**src/rtl/mem_range_fill_pkg.sv**
```systemverilog
// Shared types for the range-fill memory: controller states and fill modes.
package mem_range_fill_pkg;

    // Controller state; FILL means the engine owns the RAM port.
    typedef enum logic [0:0] {
        IDLE = 1'b0,
        FILL = 1'b1
    } fill_state_e;

    // Fill value selection, sampled from the mode input at launch.
    typedef enum logic [1:0] {
        ZERO  = 2'b00,
        CONST = 2'b01,
        INCR  = 2'b10,
        ADDR  = 2'b11
    } fill_mode_e;

endpackage

```
**src/rtl/mem_range_fill_ram.sv**
```systemverilog
// Single-port storage array with a registered, read-first read port.
// The array is never reset; only the read register is.
module mem_range_fill_ram #(
    parameter int ADDRWIDTH = 6,
    parameter int DATAWIDTH = 8
) (
    input  logic                 clock,
    input  logic                 reset,
    input  logic                 we,
    input  logic [ADDRWIDTH-1:0] waddr,
    input  logic [DATAWIDTH-1:0] wdata,
    input  logic                 re,
    input  logic [ADDRWIDTH-1:0] raddr,
    output logic [DATAWIDTH-1:0] rdata
);

    localparam int DEPTH = 2 ** ADDRWIDTH;

    logic [DATAWIDTH-1:0] mem [DEPTH];

    // Storage write; contents survive reset.
    always_ff @(posedge clock) begin
        if (we) begin
            mem[waddr] <= wdata;
        end
    end

    // Registered read; sees the pre-write word on a same-edge collision.
    always_ff @(posedge clock or posedge reset) begin
        if (reset) begin
            rdata <= '0;
        end else if (re) begin
            rdata <= mem[raddr];
        end
    end

endmodule

```
**src/rtl/mem_range_fill.sv**
```systemverilog
// RAM with a background range-fill engine. The host loads inclusive
// bounds [low, high] (wrapping through DEPTH-1 -> 0) and a pattern, then
// launches a fill on a rising edge of 'fill'. While busy the engine writes
// one word per cycle and the host port (write, ld_*, fill, read) is locked.
//
// Control protocol: 'fill' is an edge-detected request accepted only when
// busy=0; 'busy' stays high from the launch edge until the edge of the
// last write (or abort); 'done' pulses for exactly one cycle with the last
// write, never on abort. No back-pressure exists beyond busy.
module mem_range_fill
    import mem_range_fill_pkg::*;
#(
    parameter int ADDRWIDTH = 6,
    parameter int DATAWIDTH = 8
) (
    input  logic                 clock,
    input  logic                 reset,
    input  logic                 ld_low,
    input  logic                 ld_high,
    input  logic                 ld_pat,
    input  logic [ADDRWIDTH-1:0] addr,
    input  logic [DATAWIDTH-1:0] din,
    input  logic                 write,
    input  logic                 fill,
    input  logic [1:0]           mode,
    input  logic                 abort,
    output logic [DATAWIDTH-1:0] dout,
    output logic                 busy,
    output logic                 done,
    output logic [ADDRWIDTH:0]   fill_count,
    output fill_state_e          dbg_state
);

    fill_state_e          state;
    fill_mode_e           mode_r;
    logic [ADDRWIDTH-1:0] low_r;
    logic [ADDRWIDTH-1:0] high_r;
    logic [DATAWIDTH-1:0] pat_r;
    logic [ADDRWIDTH-1:0] cur;
    logic                 fill_q;

    logic                 launch;
    logic [DATAWIDTH-1:0] fill_value;
    logic                 ram_we;
    logic [ADDRWIDTH-1:0] ram_waddr;
    logic [DATAWIDTH-1:0] ram_wdata;
    logic                 ram_re;

    assign launch    = (state == IDLE) && fill && !fill_q;
    assign busy      = (state == FILL);
    assign dbg_state = state;

    // Fill data for the word at 'cur'; offset is the count before increment.
    always_comb begin
        fill_value = '0;
        case (mode_r)
            ZERO:    fill_value = '0;
            CONST:   fill_value = pat_r;
            INCR:    fill_value = pat_r + DATAWIDTH'(fill_count);
            ADDR:    fill_value = DATAWIDTH'(cur);
            default: fill_value = '0;
        endcase
    end

    // RAM port arbitration: the engine owns the port while filling.
    always_comb begin
        ram_we    = 1'b0;
        ram_waddr = addr;
        ram_wdata = din;
        ram_re    = 1'b0;
        if (state == FILL) begin
            ram_we    = !abort;
            ram_waddr = cur;
            ram_wdata = fill_value;
        end else begin
            ram_we = write && !launch;
            ram_re = 1'b1;
        end
    end

    // Controller FSM with bound/pattern registers and word counter.
    always_ff @(posedge clock or posedge reset) begin
        if (reset) begin
            state      <= IDLE;
            mode_r     <= ZERO;
            low_r      <= '0;
            high_r     <= '0;
            pat_r      <= '0;
            cur        <= '0;
            fill_q     <= 1'b0;
            fill_count <= '0;
            done       <= 1'b0;
        end else begin
            fill_q <= fill;
            done   <= 1'b0;
            case (state)
                IDLE: begin
                    if (launch) begin
                        mode_r     <= fill_mode_e'(mode);
                        cur        <= low_r;
                        fill_count <= '0;
                        state      <= FILL;
                    end else begin
                        if (ld_low)  low_r  <= addr;
                        if (ld_high) high_r <= addr;
                        if (ld_pat)  pat_r  <= din;
                    end
                end
                FILL: begin
                    if (abort) begin
                        state <= IDLE;
                    end else begin
                        cur        <= cur + 1'b1;
                        fill_count <= fill_count + 1'b1;
                        if (cur == high_r) begin
                            state <= IDLE;
                            done  <= 1'b1;
                        end
                    end
                end
                default: state <= IDLE;
            endcase
        end
    end

    mem_range_fill_ram #(
        .ADDRWIDTH(ADDRWIDTH),
        .DATAWIDTH(DATAWIDTH)
    ) mem_Inst (
        .clock (clock),
        .reset (reset),
        .we    (ram_we),
        .waddr (ram_waddr),
        .wdata (ram_wdata),
        .re    (ram_re),
        .raddr (addr),
        .rdata (dout)
    );

endmodule
```
**config.mk**
```make
export PLATFORM = sky130hd
export DESIGN_NAME = mem_range_fill
export DESIGN_NICKNAME = d
export VERILOG_FILES = /design/src/rtl/mem_range_fill_pkg.sv /design/src/rtl/mem_range_fill_ram.sv /design/src/rtl/mem_range_fill.sv
export SDC_FILE = /design/constraint.sdc
export NUM_CORES = 1
export LEC_CHECK = 0
export BUFFER_PORTS_ARGS = -buffer_cell sky130_fd_sc_hd__buf_4
export CELL_PAD_IN_SITES_DETAIL_PLACEMENT = 1
export CELL_PAD_IN_SITES_GLOBAL_PLACEMENT = 1
export CORE_ASPECT_RATIO = 1.1
export CORE_MARGIN = 2
export CORE_UTILIZATION = 59
export DETAILED_ROUTE_END_ITERATION = 16
export GPL_TIMING_DRIVEN = 0
export PLACE_DENSITY_LB_ADDON = 0.1
export REMOVE_ABC_BUFFERS = 1
export SYNTH_ARGS = -nofsm -noshare
export SYNTH_HDL_FRONTEND = slang
export SYNTH_SLANG_ARGS = --single-unit
```
**constraint.sdc**
```tcl
create_clock -name clock -period 11.15 [get_ports clock]
set_input_delay 0.5575 -clock clock [delete_from_list [all_inputs] [get_ports clock]]
set_output_delay 0.5575 -clock clock [all_outputs]
set_load 0.05 [all_outputs]
```
### Yosys cells after proc, flatten, opt, wreduce, memory -nomap -nowiden

Memory sizes are Yosys's and may differ from the RTL's. A register that Yosys moved wholly into a read port is not among the register bits.
Cells that the tools add are included.

| storage, ports and cells | value |
|---|---|
| register bits after elaboration | 38 |
| bits in writable memories | 512 |
| bits of input ports | 24 |
| output and inout bits | 18 |
| word-level logic and storage cells | 53 |
| memories kept | 1 |

| operators by class | value |
|---|---|
| $add $sub $neg | 3 |
| eq/ne operators | 6 |
| multiplexer cells | 19 |
| bitwise gates (word level) | 2 |
| reduce and logical (&&, ||, !) cells | 13 |

Memory list:

| name | depth | width | rd ports | clocked after memory_dff | wr ports | RTL line | text |
|---|---|---|---|---|---|---|---|
| mem_Inst.mem | 64 | 8 | 1 | 1 | 1 | mem_range_fill_ram.sv:19 | `logic [DATAWIDTH-1:0] mem [DEPTH];` |

Operator list:

| cell | count |
|---|---|
| $pmux W8 S4 | 1 |
| $mux W6 | 3 |
| $mux W7 | 2 |
| $pmux W7 S2 | 1 |
| $pmux W6 S2 | 1 |
| $mux W1 | 9 |
| $reduce_and A3 Y1 | 3 |
| $add A8 B7 Y8 | 1 |
| $mux W8 | 1 |
| $add A7 B1 Y7 const B | 1 |
| $add A6 B1 Y6 const B | 1 |
| $eq A6 B6 Y1 | 1 |
| $eq A2 B2 Y1 const B | 2 |
| $logic_not A1 Y1 | 4 |
| $ne A2 B2 Y1 const B | 2 |
| $reduce_and A2 Y1 | 2 |
| $logic_and A1 B1 Y1 | 3 |
| $eq A2 B1 Y1 const B | 1 |
| $logic_not A2 Y1 | 1 |
| $not A1 Y1 | 2 |
| $pmux W1 S2 | 1 |

### Depth between registers and ports, before layout

| depth | value |
|---|---|
| depth in word-level cells | 8 |
| depth in mapped cells | 10 |
| gate-level depth less buffers | 8 |

### Cells and area by module

A second synthesis with hierarchy kept.

| second synthesis, totals | value |
|---|---|
| cells, all modules | 1179 |
| area, all modules | 22590.4 µm² |

Modules (own cells, without submodules):

| module | instances | cells each | area an instance (µm²) | sequential area each (µm²) |
|---|---|---|---|---|
| mem_range_fill_ram | 1 | 939 | 20233.2 | 15574.9 |
| mem_range_fill | 1 | 240 | 2357.3 | 950.9 |

### Worst setup path before layout

No wires, ideal clock.

| timing | value |
|---|---|
| path kind | register -> register |
| start point | register fill_count[0] |
| end point | memory mem_Inst.mem[0][6], data pin |
| arrival | 6180 ps |
| data required time | 10141 ps |
| slack | 3962 ps |
| cell stages (with the launch flop) | 9 |
| clock period less this slack | 7188 ps |
| path through | dfrtp_1 ha_1 fa_1 a21o_1 a21oi_1 o21ai_0 a21oi_1 xor2_1 o311ai_0 |

| on the way | value |
|---|---|
| word-level cells in the longest chain between the ends | 3 |

Ends and longest elaborated chain:

| element | RTL line | text |
|---|---|---|
| start, declared | mem_range_fill.sv:30 | `output logic [ADDRWIDTH:0] fill_count,` |
| start signal, assigned | mem_range_fill.sv:114 | `fill_count <= fill_count + 1'b1;` |
| $add A8 B7 Y8 | mem_range_fill.sv:59 | `INCR: fill_value = pat_r + DATAWIDTH'(fill_count);` |
| $pmux W8 S4 | mem_range_fill.sv:56 | `case (mode_r)` |
| $mux W8 | mem_range_fill.sv:71 | `if (state == FILL) begin` |
| net mem_Inst.wdata[6] | mem_range_fill_ram.sv:11 | `input logic [DATAWIDTH-1:0] wdata,` |
| end, declared | mem_range_fill_ram.sv:19 |  |

The timed path passes the listed nets, and every way through them passes these cells.

### Worst setup path after layout

| timing | value |
|---|---|
| start point | register state, in the netlist busy |
| end point | memory mem_Inst.mem[61][2], enable pin |

| on the way | value |
|---|---|
| word-level cells in the longest chain between the ends | 8 |

Ends and longest elaborated chain:

| element | RTL line | text |
|---|---|---|
| start, declared | mem_range_fill.sv:34 | `fill_state_e state;` |
| start signal, assigned | mem_range_fill.sv:84 | `state <= IDLE;` |
| start signal, assigned | mem_range_fill.sv:102 | `state <= FILL;` |
| start signal, assigned | mem_range_fill.sv:111 | `state <= IDLE;` |
| $not A1 Y1 (no line) | -- |  |
| $logic_and A1 B1 Y1 (2 in a row) | mem_range_fill.sv:49 | `assign launch = (state == IDLE) && fill && !fill_q;` |
| $logic_not A1 Y1 | mem_range_fill.sv:76 | `ram_we = write && !launch;` |
| $logic_and A1 B1 Y1 | mem_range_fill.sv:76 |  |
| $mux W1 | mem_range_fill.sv:71 |  |
| $mux W1 | mem_range_fill_ram.sv:23 | `if (we) begin` |
| $mux W1 (not written as such) | mem_range_fill_ram.sv:24 | `mem[waddr] <= wdata;` |

Parallel ways exist; a longest one is shown, timed or not.

==> out/qor.yml <==
cp_slowest_stage_delay_ns: 0.97
cts_tree: "yes"
synth_top_area_share: 0.6828
maxSlewHeadroom: 0.1031
gp_congestion: 0.7788
clock_path_buffers: 3
clkTransAtPathRegs_ns: 0.06
die_h_um: 208.9
ff2ff_setup_slack_ns: 6.77
finalSetupViolations: 0
syn2layout_area_growth_pct: 11.95
final_area_um2: 25210
r2r-end: "mem_Inst.mem[61][2]"
hold_viol: 0
grt_antenna_before_repair: 0
tightestPinTransition_ns: 1.340
grt-busiest-layer: "met2"
crit_top_cell: "nor2_1"
fin_worst_skew_ns: 0.02330
hold_depth: 1
synth_top_flop_cell: "edfxtp_1"
worst_path_max_delay_cell: "nor2_1"
rr_worst_depth: 5
root_buffer: "clkbuf_16"
grt_max_degree: 83
use_met2: 0.4610
hold_buffers: 1
grt_util_met1: 0.4033
final_nets: 1279
dpl.hpwl_um: 33670
cp_max_fo: 22
most-common-layout-cells: "512 x edfxtp_1, 113 x mux4_2, 94 x nor2_1"
p_leak_uw: 0.008256
finalSetupTns_ns: 0
status: "finished clean"
critPathTopFamily: "simple AND/OR/NAND/NOR gates"
drtPass1Iterations: 5
rows: 75
die_area_um2: 39750
async_reset_ff_frac: 0.08244
cts_setup_buffers: 0
crit_chain: "clkinv_1, nor2_1, a32o_1, nand2_1, nor2_1"
core_area_um2: 37910
drv_slew: 0
synthTopCellsByArea: "edfxtp_1 68%, mux4_2 11%, dfrtp_1 5.1%"
fin_ws_ns: 6.766
synth_warnings: 0
grt_overflow_total: 0
grt.total_usage: 0.2865
grt_pass1_vias: 12610
final_common_cell: "edfxtp_1"
numCtsBuffers: 55
synth_edf_count: 512
ys_seq_area_frac: 0.7339
worstPathRequired_ns: 11.36
diodes: 0
dpl_cell_area_um2: 23420
hp-start: "fill"
die_x_um: 190.3
numClockSinks: 558
vias: 11780
synth_area_um2: 22520
path_class: "flop to flop"
synth_seq_cells: 558
grt_pass1_wl_um: 82140
synth.largest_area_cell: "edfxtp_1"
io_buffers: 41
r2r_start: "busy"
worstSetupStartpointType: "flop"
cts_max_level: 2
first_iter_violations: 1274
rsz0062_at_grt: "no"
syn_avg_cell_area_um2: 18.87
post-route-period-util: 0.3932
arrival_ns: 4.59
via_per_inst: 6.577
crit_buf_inv: 1
synth_cell_types: 55
whs_endpoint: "fill_q"
clock_latency_ns: 0.61
route.detailed.drc: 0
initial_utilization: 0.5940
drive_gt1_frac: 0.2254
synth_cells: 1193
endpoint_kind: "flop"
maxCapViolations: 0
max_freq_ghz: 0.2281
fin_crit_ns: 4.384
antenna_left: 0
dp_slack_ns: 6.805
routed_wl_um: 54450
holdCritPathClass: "input pin to flop"
cts_resized: 0
io_pins: 42
detail_route.wl_per_cell_um: 30.40
powerDensity_nw_per_um2: 198.5
use_met3: 0.04803
peakVddDrop_v: 0.0001308
where the power goes:
group | internal (µW) | switching, µW | total [µW]
logic | 205 | 419 | 623
clock network | 1060 | 766 | 1830
registers | 2460 | 89.3 | 2550
total | 3730 | 1270 | 5000
cells by family after synthesis:
family | Yosys count | share of synthesized area
and+or+nand+nor | 218 | 0.04212
xor gates and xnor gates | 14 | 0.005445
buffers and inverters | 72 | 0.01856
adders and majority gates | 10 | 0.005890
muxes | 192 | 0.1556
DFF | 558 | 0.7339
AOI/OAI and AO/OA | 129 | 0.03845
how the worst max path moves through the flow:
stage,slack (ns),depth (start not counted),endpoint,from
floorplan,3.96,8,mem_Inst.mem[0][6],fill_count[0]
global placement,-0.71,2,mem_Inst.mem[48][6],busy
detailed placement,6.80,5,mem_Inst.mem[53][7],busy
CTS,6.79,5,mem_Inst.mem[61][1],busy
global route,6.59,5,mem_Inst.mem[53][2],busy
finish,6.77,5,mem_Inst.mem[61][2],busy
synth_stat cells (all sizes together) (5+ instances only):
| master | number |
|---|---|
| mux2i | 40 |
| mux4 | 121 |
| a221oi | 8 |
| o22ai | 19 |
| a21oi | 28 |
| nand3 | 18 |
| or3 | 7 |
| xnor2 | 7 |
| a22o | 5 |
| dfrtp | 46 |
| mux2 | 31 |
| clkbuf | 21 |
| o21ai | 22 |
| nand2 | 62 |
| ha | 9 |
| nor2 | 97 |
| buf | 42 |
| xor2 | 7 |
| nor2b | 5 |
| edfxtp | 512 |
| a22oi | 14 |
| nor3 | 10 |
| inv | 7 |
| a211oi | 10 |
state kept, by name (all words and copies together) (netlist names):
| name | count |
|---|---|
| busy | 1 |
| cur | 6 |
| done | 1 |
| fill_count | 7 |
| fill_q | 1 |
| high_r | 6 |
| low_r | 6 |
| mem_Inst.mem | 512 |
| mem_Inst.rdata | 8 |
| mode_r | 2 |
| pat_r | 8 |
layer usage:
layer | vias to the layer above | share of wire
li1 | 4951 | -
met1 | 6258 | 0.41
met2 | 463 | 0.50
met3 | 107 | 0.061
met4 | 0 | 0.031
met5 | - | 0
stage by stage:
stage	cells	power, µW	utilization	hold slack, ns
2_1_floorplan	1130	2911	-	0.4492
6_report	1791	5004	0.6649	0.09414
3_3_place_gp	1671	3158	0.6084	0.4632
5_1_grt	1791	5148	0.6649	0.08221
3_5_place_dp	1687	3210	0.6178	0.4912
4_1_cts	1791	5024	0.6649	0.06963
cell type report:
class                   count  area, µm²
flip-flops and latches    558      16530
inverters                   9      33.78
repair buffers             58      616.8
clock inverters            34      274.0
fillers                  3127      12700
clock buffers              69       1501
well taps                 500      625.6
multi-input cells         563       5629
Power figures use the tool's default switching activity.
